`config.mk`:
```
export PLATFORM = sky130hd
export DESIGN_NAME = rx_frame_control
export DESIGN_NICKNAME = d
export VERILOG_FILES = /design/src/rtl/rx_frame_control.sv
export SDC_FILE = /design/constraint.sdc
export NUM_CORES = 1
export LEC_CHECK = 0
export BUFFER_PORTS_ARGS = -buffer_cell sky130_fd_sc_hd__clkbuf_2
export CAP_MARGIN = 10
export CORE_UTILIZATION = 55
export CTS_CLUSTER_SIZE = 12
export DETAILED_ROUTE_END_ITERATION = 7
export PLACE_DENSITY = 0.81
export SLEW_MARGIN = 20
export SYNTH_ARGS = -nofsm -noshare
export SYNTH_HDL_FRONTEND = slang
export SYNTH_SLANG_ARGS = --single-unit
```
`constraint.sdc`:
```
create_clock -name clk -period 1.5 [get_ports clk]
set_input_delay 0.15 -clock clk [delete_from_list [all_inputs] [get_ports clk]]
set_output_delay 0.15 -clock clk [all_outputs]
set_load 0.005 [all_outputs]
```
`src/rtl/rx_frame_control.sv`:
```
// UART receive frame controller: start detection, sample-counter gating,
// LSB-first data assembly, stop check and valid/ack handoff with error status.
module rx_frame_control #(
  parameter int DATA_BITS = 8
) (
  input  logic                 clk,
  input  logic                 rst,
  input  logic                 serial_in,
  input  logic                 sample_strobe,
  input  logic                 bit_done,
  output logic                 sample_enable,
  output logic [DATA_BITS-1:0] data_out,
  output logic                 data_valid,
  input  logic                 data_ack,
  output logic                 framing_error,
  output logic                 overrun,
  output logic                 busy
);

  localparam int IDX_W = $clog2(DATA_BITS);

  typedef enum logic [2:0] {IDLE, START, DATA, STOP, ABORT} state_t;

  state_t               state_reg;
  logic                 rx_meta_reg;
  logic                 rx_s_reg;
  logic                 rx_d_reg;
  logic [IDX_W-1:0]     bit_idx_reg;
  logic [DATA_BITS-1:0] shift_reg;
  logic [DATA_BITS-1:0] data_reg;
  logic                 valid_reg;
  logic                 fe_reg;
  logic                 ovr_reg;
  logic                 en_reg;
  logic                 busy_reg;
  logic                 complete;

  // A good stop bit sampled this cycle delivers the assembled character.
  assign complete = (state_reg == STOP) && sample_strobe && rx_s_reg;

  always_ff @(posedge clk) begin
    if (!rst) begin
      state_reg   <= IDLE;
      rx_meta_reg <= 1'b1;
      rx_s_reg    <= 1'b1;
      rx_d_reg    <= 1'b1;
      bit_idx_reg <= '0;
      shift_reg   <= '0;
      data_reg    <= '0;
      valid_reg   <= 1'b0;
      fe_reg      <= 1'b0;
      ovr_reg     <= 1'b0;
      en_reg      <= 1'b0;
      busy_reg    <= 1'b0;
    end else begin
      rx_meta_reg <= serial_in;
      rx_s_reg    <= rx_meta_reg;
      rx_d_reg    <= rx_s_reg;
      fe_reg      <= 1'b0;

      case (state_reg)
        IDLE: begin
          bit_idx_reg <= '0;
          shift_reg   <= '0;
          if (rx_d_reg && !rx_s_reg) begin
            state_reg <= START;
            en_reg    <= 1'b1;
            busy_reg  <= 1'b1;
          end
        end
        START: begin
          if (sample_strobe && rx_s_reg) begin
            state_reg <= ABORT;
          end else if (bit_done) begin
            state_reg   <= DATA;
            bit_idx_reg <= '0;
          end
        end
        DATA: begin
          if (sample_strobe) begin
            shift_reg <= {rx_s_reg, shift_reg[DATA_BITS-1:1]};
          end
          if (bit_done) begin
            if (bit_idx_reg == IDX_W'(DATA_BITS - 1)) begin
              state_reg <= STOP;
            end else begin
              bit_idx_reg <= bit_idx_reg + 1'b1;
            end
          end
        end
        STOP: begin
          if (sample_strobe && !rx_s_reg) begin
            fe_reg <= 1'b1;
          end
          if (bit_done) begin
            state_reg <= IDLE;
            en_reg    <= 1'b0;
            busy_reg  <= 1'b0;
          end
        end
        ABORT: begin
          if (bit_done) begin
            state_reg <= IDLE;
            en_reg    <= 1'b0;
            busy_reg  <= 1'b0;
          end
        end
        default: begin
          state_reg <= IDLE;
          en_reg    <= 1'b0;
          busy_reg  <= 1'b0;
        end
      endcase

      // An ack on the completion cycle frees the slot, so the new character wins.
      if (complete) begin
        if (!valid_reg || data_ack) begin
          data_reg  <= shift_reg;
          valid_reg <= 1'b1;
          ovr_reg   <= 1'b0;
        end else begin
          ovr_reg <= 1'b1;
        end
      end else if (valid_reg && data_ack) begin
        valid_reg <= 1'b0;
        ovr_reg   <= 1'b0;
      end
    end
  end

  assign sample_enable = en_reg;
  assign data_out      = data_reg;
  assign data_valid    = valid_reg;
  assign framing_error = fe_reg;
  assign overrun       = ovr_reg;
  assign busy          = busy_reg;

endmodule

```
# Word level (Yosys, flattened, before mapping)
# Index checks and enable logic that the tools add are counted.
# op_classes
n_addsub	1
n_eq_ne	15
n_mux	22
bitwise_logic	1
n_reduce_logical	22
# ops
operator	count
$mux 3	9
$pmux 8 s2	1
$ne 2x2->1 const B	7
$pmux 3 s4	1
$reduce_and 5->1	2
$pmux 3 s3	1
$mux 1	8
$mux 8	1
$reduce_and 2->1	4
$eq 3x2->1 const B	2
$eq 3x3->1 const B	2
$logic_and 1x1->1	6
$ne 2x1->1 const B	2
$reduce_bool 2->1	2
$reduce_or 2->1	2
$add 3x1->3 const B	1
$eq 3x1->1 const B	1
$logic_not 3->1	1
$ne 3x3->1 const B	1
$pmux 1 s3	1
$reduce_and 3->1	1
$reduce_bool 3->1	1
$logic_not 1->1	2
$logic_or 1x1->1	1
$not 1->1	1
# totals
ff_bits	29
input_bits	6
out_inout_bits	13
elab_cells	72

# Longest topological paths before layout
# Gate-level depths: netlist (run 1).
# depth
word_depth	5
ltp_mapped	6
mapped_depth_nobuf	6

# Worst setup path after synthesis (run 1)
# Ideal clock, no wire load.
# synth_path
kind	register -> register
start	register bit_idx_reg[0]
end	register bit_idx_reg[0]
t_arrival_ns	1.169
setup_slack_ns	0.260
stages_incl_launch_ff	6
path_buffers	0
period_less_slack_ns	1.240
path_cell_list	dfxtp_1 > ha_1 > ha_1 > o21ai_0 > a32o_2 > mux2i_1
# synth_via
elab_chain_len	4
elab_cells_between_ends	7
# synth_rtl
item	line_no	text
start: declaration	28	logic [IDX_W-1:0] bit_idx_reg;
start signal: assignment	87	bit_idx_reg <= bit_idx_reg + 1'b1;
$add 3x1->3	87	
$mux 3	84	if (bit_idx_reg == IDX_W'(DATA_BITS - 1)) begin
$mux 3	83	if (bit_done) begin
$pmux 3 s3	61	case (state_reg)
# Parallel ways exist; a longest one is shown, timed or not. The select of a mux whose other input is x is not followed.
# A chain may end at the register's enable or synchronous reset.

# Final worst setup path (run 1)
# layout_path
start	register bit_idx_reg[0]
end	register bit_idx_reg[2]
# The elaborated chain is that of the path after synthesis.

==> flow_metrics.py, run 1 <==
metrics = {
    "logic_synthesis": {
        "synth_fa_ha_area_share_pct": 1.90,
        "yosys.area.top_type_share_pct": 44.1,
        "synth_edf_count": 0,
        "synth_compound_area_share_pct": 20.1,
        "ys.warnings.count": 0,
        "synth_ff_type": "dfxtp_1",
        "syn_nets": 146,
        "synth_top_family_by_area": "simple AND/OR/NAND/NOR gates",
        "synth.most_common_cell": "dfxtp_1",
        "synth_cell_types": 36,
        "ys_ff_latch": 29,
        "synth_common_cells": "dfxtp_1 (29), nand2_1 (19), o21ai_2 (9)",
        "yosys.area_share.xor_xnor_pct": 0,
        "avgSynthCellArea_um2": 9.53,
        "ys_seq_area_share_pct": 44.1,
        "syn_area_um2": 1320,
        "synth_simple_gate_area_share_pct": 26.3,
        "ys_async_sr_fraction_pct": 0,
        "synth.largest_area_cell": "dfxtp_1",
        "postSynthCellCount": 138,
        "synthMuxAreaShare_pct": 2.28,
        "synth.area.top_cells": "dfxtp_1 (44%), o21ai_2 (6.0%), nand2_1 (5.4%)",
    },
    "timing": {
        "period_minus_slack_ns": 1.40,
        "max_freq_mhz": 715,
        "fin_ws_ns": 0.102,
        "finalHoldViolCount": 0,
        "worst_pin_slew_ns": 0.439,
        "post-route-period-util_pct": 93.2,
        "rsz0062_at_grt": "no",
        "drv_slew": 0,
        "slew_headroom_pct": 70.6,
        "finalSetupViolCount": 0,
        "skew_ns": 0.0102,
        "fin_tns_setup_ns": 0,
    },
    "setup_path": {
        "crit_fanout": 3,
        "slowest_stage": "dfxtp_1",
        "path_cells": "ha_1, ha_1, o21ai_1, a32o_2, mux2i_1",
        "arrival_ns": 1.65,
        "crit_path_max_incr_delay_ns": 0.34,
        "cp.required_ns": 1.75,
        "start_kind": "flip-flop",
        "cp-end-kind": "flip-flop",
        "critPathKind": "reg2reg",
        "cp_common_cell": "ha_1",
    },
    "floorplanning": {
        "die_height_um": 50.9,
        "num_rows": 17,
        "num_io_pins": 19,
        "start_util_pct": 58.9,
        "dieArea_um2": 2590,
        "core_um2": 2230,
        "die-width_um": 50.9,
    },
    "global_routing": {
        "grt_usage_pct": 23.0,
        "grt.overflow.total": 0,
        "grt_pass1_vias": 961,
        "antenna_found_initial": 0,
        "grt_max_degree": 29,
        "grt_pass1_wl_um": 4240,
    },
    "power_and_ir_drop": {
        "power_density_nw_per_um2": 878,
        "vdd_drop_max_uv": 615,
        "leakage_nw": 0.592,
    },
    "clock_tree": {
        "clockRootBuffer": "clkbuf_4",
        "cts_buffer_depth": 2,
        "cts.sinks": 29,
        "cts.htree.levels": 2,
        "clk_latency_ns": 0.33,
        "cts_buffers": 5,
        "clk_pin_slew_worst_paths_ns": 0.09,
        "cts_tree": "built",
    },
    "route": {
        "via_per_inst": 5.52,
        "drtIter0Drc": 25,
        "routed_wirelength_um": 2440,
        "dr.pass1.iters": 4,
        "via_count": 1049,
        "routedWlPerCell_um": 12.9,
        "ant_nets": 0,
        "drc": 0,
    },
    "placed_design": {
        "dpl.cell_count": 181,
        "preCtsSetupSlack_ns": 0.136,
        "dpl.hpwl_um": 1710,
        "port_buffers": 18,
        "place.gp.congestion": 0.753,
    },
    "finish": {
        "n_antenna_cell": 0,
        "finish.net_count": 169,
        "stdcell_count": 190,
        "syn_to_final_growth_pct": 13.1,
        "drive_gt1_share_pct": 30.9,
        "post-route-util_pct": 66.6,
    },
    "hold_path": {
        "hold_class": "in2reg",
    },
    "flow_run": {
        "cap_violations": 0,
    },
    "outcome": {
        "outcome": "complete, no violations",
    },
}
[per-layer routing]
| layer | vias up | part of all wire (%) | GRT usage, % |
|---|---|---|---|
| met5 | - | 0 | 0 |
| met2 | 28 | 49 | 36.4 |
| met4 | 0 | 2.0 | 13.4 |
| met3 | 7 | 6.2 | 8.04 |
| met1 | 474 | 43 | 26.7 |
| li1 | 540 | - | - |
[cell usage in the layout (no fill, tap or decap), drive strengths merged]
cell type | synthesis | layout
dlygate4sd3 | 0 | 1
clkinvlp | 0 | 1
a31oi | 2 | 2
nand4 | 1 | 1
a22oi | 7 | 7
nor4b | 2 | 2
dfxtp | 29 | 29
buf | 7 | 6
and4b | 1 | 1
o211ai | 2 | 2
nor2b | 8 | 8
o21ai | 14 | 14
o22ai | 1 | 1
a21oi | 4 | 4
o211a | 2 | 2
mux2i | 3 | 3
ha | 2 | 2
a32o | 1 | 1
and2 | 1 | 1
clkbuf | 2 | 23
nor4bb | 1 | 1
clkinv | 0 | 2
a21boi | 3 | 3
nand2 | 19 | 19
nor2 | 6 | 6
nor3b | 1 | 1
nand2b | 6 | 6
nand3 | 10 | 10
and3 | 1 | 1
inv | 2 | 2
[final timing paths]
check	start	end	slack, ns	cells past startpoint
setup reg to reg	bit_idx_reg[0]$_SDFFE_PN0P_	bit_idx_reg[2]$_SDFFE_PN0P_	0.10	5
hold / removal	rst	rx_meta_reg$_SDFF_PN1_	0.13	2
setup / recovery	bit_idx_reg[0]$_SDFFE_PN0P_	bit_idx_reg[2]$_SDFFE_PN0P_	0.10	5
hold reg to reg	rx_meta_reg$_SDFF_PN1_	rx_s_reg$_SDFF_PN1_	0.41	1
[worst max-delay path, delay by kind of cell (launching register included)]
kind / cells / cell delay (ns)
adders and majority gates: 2 / 0.41
AOI/OAI and AO/OA: 2 / 0.35
DFF: 1 / 0.34
muxes: 1 / 0.22
[kinds of logic after synthesis]
logic type | Yosys count
AND/OR/NAND/NOR | 57
AO/OA/AOI/OAI | 36
flip-flops | 29
buffers and inverters | 11
multiplexers | 3
adder cells (fa/ha/maj) | 2
[power by group]
| group | internal, mW | total, mW | leakage (nW) | switching [mW] |
|---|---|---|---|---|
| clock network | 0.176 | 0.450 | 0.0310 | 0.274 |
| registers | 0.775 | 0.781 | 0.234 | 0.00590 |
| logic | 0.0310 | 0.0748 | 0.326 | 0.0438 |
[cell type report]
cell class                      instances  area [um^2]
Clock buffer                            5         37.5
Sequential cell                        29          581
Timing Repair Buffer                   25          145
Tap cell                               28         35.0
Multi-Input combinational cell         98          664
Inverter                                2         7.51
Fill cell                             188          746
Clock inverter                          3         17.5
[per-stage QoR]
step                hold slack [ns]  total power [mW]  instance area (um^2)
finish                        0.134              1.31                  1490
global route                  0.153              1.36                  1490
CTS                           0.121              1.32                  1490
detailed placement            0.338             0.871                  1420
global placement              0.329             0.868                  1420
floorplan                     0.251             0.849                  1320
[what timing repair did]
| item | 4_1_cts | 5_1_grt |
|---|---|---|
| hold buffers | 1 | 0 |
| resized for setup | 0 | 1 |
| setup endpoints to repair | 0 | 2 |
| hold endpoints to repair | 1 | 0 |
| setup buffers | 0 | 0 |
No activity file was read; power rests on OpenSTA's default activity.
==> run 2: changes to the inputs <==
SLEW_MARGIN = default   (was 20)
clock period = 1.64 ns   (was 1.5 ns; I/O delays follow)
==> run 2 against run 1 <==
Die area stayed put. Non-clock buffer count down 4. Critical path type unchanged. First-iteration DRC count down 20%. Combinational power decreased by 13%. Critical endpoint is now shift_reg[6]$_SDFFE_PN0P_. Register-to-register slack better by 0.05 ns. Largest power group unchanged. Hold slack got worse by 0.11 ns.
==> flow_metrics.py, run 2 (synthesized netlist as in run 1, its figures left out) <==
metrics = {
    "outcome": {
        "outcome": "complete, no violations",
    },
    "floorplanning": {
        "die-width_um": 50.9,
        "start_util_pct": 58.9,
        "core_um2": 2230,
        "die_height_um": 50.9,
        "num_rows": 17,
        "num_io_pins": 19,
        "dieArea_um2": 2590,
    },
    "route": {
        "routedWlPerCell_um": 13.1,
        "dr.pass1.iters": 5,
        "ant_nets": 0,
        "via_count": 1046,
        "via_per_inst": 5.62,
        "drtIter0Drc": 20,
        "drc": 0,
        "routed_wirelength_um": 2430,
    },
    "placed_design": {
        "dpl.cell_count": 178,
        "dpl.hpwl_um": 1700,
        "port_buffers": 18,
        "place.gp.congestion": 0.839,
    },
    "setup_path": {
        "slowest_stage": "dfxtp_1",
        "r2r_cells": 4,
        "cp_top_family": "simple AND/OR/NAND/NOR gates",
        "path_cells": "inv_2, nor4b_4, a22oi_1, nor2b_1",
        "crit_path_max_incr_delay_ns": 0.52,
        "rrSetupSlack_ns": 0.15,
        "r2r_start": "state_reg[1]$_SDFFE_PN0P_",
        "cp-end-kind": "flip-flop",
        "critPathKind": "reg2reg",
        "worst_r2r_endpoint": "shift_reg[6]$_SDFFE_PN0P_",
        "crit_buf_inv": 1,
        "cp.required_ns": 1.90,
        "start_kind": "flip-flop",
        "crit_fanout": 11,
        "arrival_ns": 1.75,
    },
    "clock_tree": {
        "clockRootBuffer": "clkbuf_4",
        "hold_buffers": 0,
        "cts.htree.levels": 2,
        "cts.sinks": 29,
        "cts_tree": "built",
        "postCtsSetupBuffers": 0,
        "post_cts_resized": 0,
        "cts_buffer_depth": 2,
        "cts_buffers": 5,
        "clk_pin_slew_worst_paths_ns": 0.09,
        "clk_latency_ns": 0.32,
    },
    "timing": {
        "period_minus_slack_ns": 1.49,
        "drv_slew": 0,
        "finalHoldViolCount": 0,
        "finalSetupViolCount": 0,
        "skew_ns": 0.00463,
        "slew_headroom_pct": 72.4,
        "post-route-period-util_pct": 91.0,
        "max_freq_mhz": 670,
        "hold-worst-slack_ns": 0.0209,
        "rsz0062_at_grt": "no",
        "worst_pin_slew_ns": 0.412,
        "fin_tns_setup_ns": 0,
    },
    "hold_path": {
        "hp-start": "serial_in",
        "min_to": "rx_meta_reg$_SDFF_PN1_",
        "hold_path_depth": 2,
        "hold_class": "in2reg",
    },
    "global_routing": {
        "grt_max_degree": 29,
        "grt_pass1_vias": 948,
        "grt.overflow.total": 0,
        "antenna_found_initial": 0,
        "grt_usage_pct": 21.6,
        "grt_pass1_wl_um": 4060,
    },
    "finish": {
        "finish.net_count": 165,
        "stdcell_count": 186,
        "post-route-util_pct": 66.5,
        "final_cell_mix": "dfxtp_1 (29), nand2_1 (19), clkbuf_2 (18)",
        "nFillCells": 188,
        "n_antenna_cell": 0,
        "drive_gt1_share_pct": 29.1,
        "final_common_cell": "dfxtp_1",
        "syn_to_final_growth_pct": 12.9,
    },
    "power_and_ir_drop": {
        "vdd_drop_max_uv": 791,
        "finalPower_mw": 1.38,
        "leakage_nw": 0.587,
        "power_density_nw_per_um2": 930,
    },
    "flow_run": {
        "cap_violations": 0,
    },
}
-- run 2: cell types whose count changed in the layout (fill, tap and decap cells not counted), sizes merged --
cell / delta
buf: -3
clkbuf: +2
clkinv: -2
bufinv: +1
clkinvlp: -1
dlygate4sd3: -1
-- run 2: routing by layer --
metal  wire, um  vias up  global-route usage, %
met2       1160       34                   35.1
met5          0        -                      0
li1           -      530                      -
met4         38        0                   11.1
met1       1090      477                   25.9
met3        141        5                   6.25
-- run 2: worst max-delay path by stage --
stage,end,cells after the start,startpoint
final,shift_reg[6]$_SDFFE_PN0P_,4,state_reg[1]$_SDFFE_PN0P_
after global placement,shift_reg[4]$_SDFFE_PN0P_,4,state_reg[1]$_SDFFE_PN0P_
after CTS,shift_reg[2]$_SDFFE_PN0P_,4,state_reg[1]$_SDFFE_PN0P_
after floorplan,bit_idx_reg[0]$_SDFFE_PN0P_,5,bit_idx_reg[0]$_SDFFE_PN0P_
after global routing,shift_reg[3]$_SDFFE_PN0P_,4,state_reg[1]$_SDFFE_PN0P_
after detailed placement,shift_reg[3]$_SDFFE_PN0P_,4,state_reg[1]$_SDFFE_PN0P_
-- run 2: cell type report --
cell class	count	area, um^2	area share, %
multi-input cells	98	664	44.7
flip-flops and latches	29	581	39.1
repair buffers	21	113	7.58
clock buffers	7	55.1	3.71
well taps	28	35.0	2.36
clock inverters	1	30.0	2.02
inverters	2	7.51	0.505
-- run 2: power by group --
| group | total (mW) | switching, mW | internal [mW] |
|---|---|---|---|
| Sequential | 0.714 | 0.00526 | 0.709 |
| Combinational | 0.0652 | 0.0390 | 0.0263 |
| Clock | 0.602 | 0.238 | 0.364 |
-- run 2: through the flow --
step                area, um^2  worst slack (ns)
CTS                       1490             0.154
global route              1490           0.00941
global placement          1400             0.260
finish                    1490             0.148
detailed placement        1400             0.180
floorplan                 1320             0.400
-- run 2: worst reg2reg max path: cells and delay by family (launching register included) --
family / cells / cell delay [ns]
AOI/OAI and AO/OA: 1 / 0.15
buffers and inverters: 1 / 0.16
DFF: 1 / 0.52
and+or+nand+nor: 2 / 0.59
==> run 3: changes to the inputs <==
PLACE_DENSITY = 0.84   (was 0.81)
==> run 3 against run 2 <==
Sequential share of layout area unchanged. Via count is 3.4% higher. Wire length decreased by 4.0%. First-iteration DRC count up 80%. Critical path type unchanged. Largest power group unchanged.
==> flow_metrics.py, run 3 (synthesized netlist as in run 1, its figures left out) <==
metrics = {
    "timing": {
        "fin_tns_setup_ns": 0,
        "rsz0062_at_grt": "no",
        "period_minus_slack_ns": 1.47,
        "finalSetupViolCount": 0,
        "max_freq_mhz": 681,
        "slew_headroom_pct": 72.1,
        "fin_ws_ns": 0.171,
        "worst_pin_slew_ns": 0.417,
        "post-route-period-util_pct": 89.6,
        "skew_ns": 0.0100,
        "finalHoldViolCount": 0,
        "hold-worst-slack_ns": 0.0390,
        "drv_slew": 0,
    },
    "finish": {
        "drive_gt1_share_pct": 29.1,
        "stdcell_count": 186,
        "stdcell_area_um2": 1490,
        "n_antenna_cell": 0,
        "multiInputGateArea_um2": 664,
        "post-route-util_pct": 66.5,
        "seq_area_um2": 581,
        "final_common_cell": "dfxtp_1",
        "final_cell_mix": "dfxtp_1 (29), nand2_1 (19), clkbuf_2 (18)",
        "syn_to_final_growth_pct": 12.9,
        "finish.net_count": 165,
        "nFillCells": 193,
    },
    "clock_tree": {
        "cts_buffers": 5,
        "postCtsSetupBuffers": 0,
        "cts.sinks": 29,
        "clk_latency_ns": 0.31,
        "clockRootBuffer": "clkbuf_4",
        "post_cts_resized": 0,
        "cts_buffer_depth": 2,
        "hold_buffers": 0,
        "cts_tree": "built",
        "cts.htree.levels": 2,
        "clk_pin_slew_worst_paths_ns": 0.09,
    },
    "power_and_ir_drop": {
        "power_density_nw_per_um2": 925,
        "pwr-share-comb_pct": 4.7,
        "leakage_nw": 0.587,
        "p_int_mw": 1.10,
        "vdd_drop_max_uv": 1050,
        "finalPower_mw": 1.37,
        "p_sw_share_pct": 20.0,
        "power_frac_seq_pct": 52.0,
        "p_switching_mw": 0.275,
        "clockPowerShare_pct": 43.3,
    },
    "global_routing": {
        "antenna_found_initial": 0,
        "grt.overflow.total": 0,
        "use_met2_pct": 36.4,
        "grt_util_met3_pct": 6.25,
        "grt.met1_usage_pct": 24.2,
        "grt_pass1_vias": 969,
        "top_usage_layer": "met2",
        "grt_max_degree": 29,
        "grt_usage_pct": 21.2,
        "grt_pass1_wl_um": 4060,
    },
    "placed_design": {
        "dpl.cell_count": 178,
        "dpl.hpwl_um": 1700,
        "preCtsSetupSlack_ns": 0.196,
        "port_buffers": 18,
        "place_area_um2": 1400,
        "place.gp.congestion": 0.760,
    },
    "floorplanning": {
        "core_um2": 2230,
        "dieArea_um2": 2590,
        "num_io_pins": 19,
        "num_rows": 17,
        "start_util_pct": 58.9,
        "die_height_um": 50.9,
        "die-width_um": 50.9,
    },
    "setup_path": {
        "start_kind": "flip-flop",
        "cp.required_ns": 1.89,
        "crit_fanout": 11,
        "r2r_cells": 4,
        "arrival_ns": 1.72,
        "cp-end-kind": "flip-flop",
        "critPathKind": "reg2reg",
    },
    "outcome": {
        "outcome": "complete, no violations",
    },
    "route": {
        "routed_wirelength_um": 2330,
        "drtIter0Drc": 36,
        "drc": 0,
        "ant_nets": 0,
        "routedWlPerCell_um": 12.5,
        "via_count": 1082,
        "dr.pass1.iters": 4,
        "via_per_inst": 5.82,
    },
    "hold_path": {
        "hold_path_depth": 2,
        "hold_class": "in2reg",
    },
    "flow_run": {
        "cap_violations": 0,
    },
}
==> run 3: cell counts in the layout (fill, tap and decap cells not counted) <==
No cell type changed its count.
==> run 3: power by group through the flow <==
stage	clock network [mW]	logic, mW	registers, mW
after detailed placement	0	0.0636	0.731
after CTS	0.612	0.0640	0.714
after floorplan	0	0.0460	0.730
after global placement	0	0.0626	0.731
final	0.595	0.0647	0.715
after global routing	0.642	0.0711	0.716
==> run 3: final timing paths <==
path	from	to	slack [ns]
worst max-delay path	state_reg[1]$_SDFFE_PN0P_	shift_reg[3]$_SDFFE_PN0P_	0.17
worst min-delay path	serial_in	rx_meta_reg$_SDFF_PN1_	0.04
worst max register to register	state_reg[1]$_SDFFE_PN0P_	shift_reg[3]$_SDFFE_PN0P_	0.17
worst min register to register	rx_meta_reg$_SDFF_PN1_	rx_s_reg$_SDFF_PN1_	0.42
==> run 3: layout make-up <==
type | count | share of cell area [%]
multi-input combinational | 98 | 44.7
sequential | 29 | 39.1
timing repair buffer | 21 | 7.58
clock buffer | 7 | 3.71
tap | 28 | 2.36
clock inverter | 1 | 2.02
inverter | 2 | 0.505
==> run 3: per-layer routing <==
| metal | up-vias | routed length, um | part of all wire, % |
|---|---|---|---|
| met1 | 513 | 1020 | 44 |
| met2 | 40 | 1170 | 50 |
| met4 | 0 | 17 | 0.73 |
| met3 | 2 | 118 | 5.1 |
| li1 | 527 | - | - |
| met5 | - | 0 | 0 |
==> run 3: worst max-delay path, stage by stage (launching register included) <==
cell and delay, ns:
dfxtp_1 0.51, inv_2 0.16, nor4b_4 0.46, a22oi_1 0.16, nor2b_1 0.12
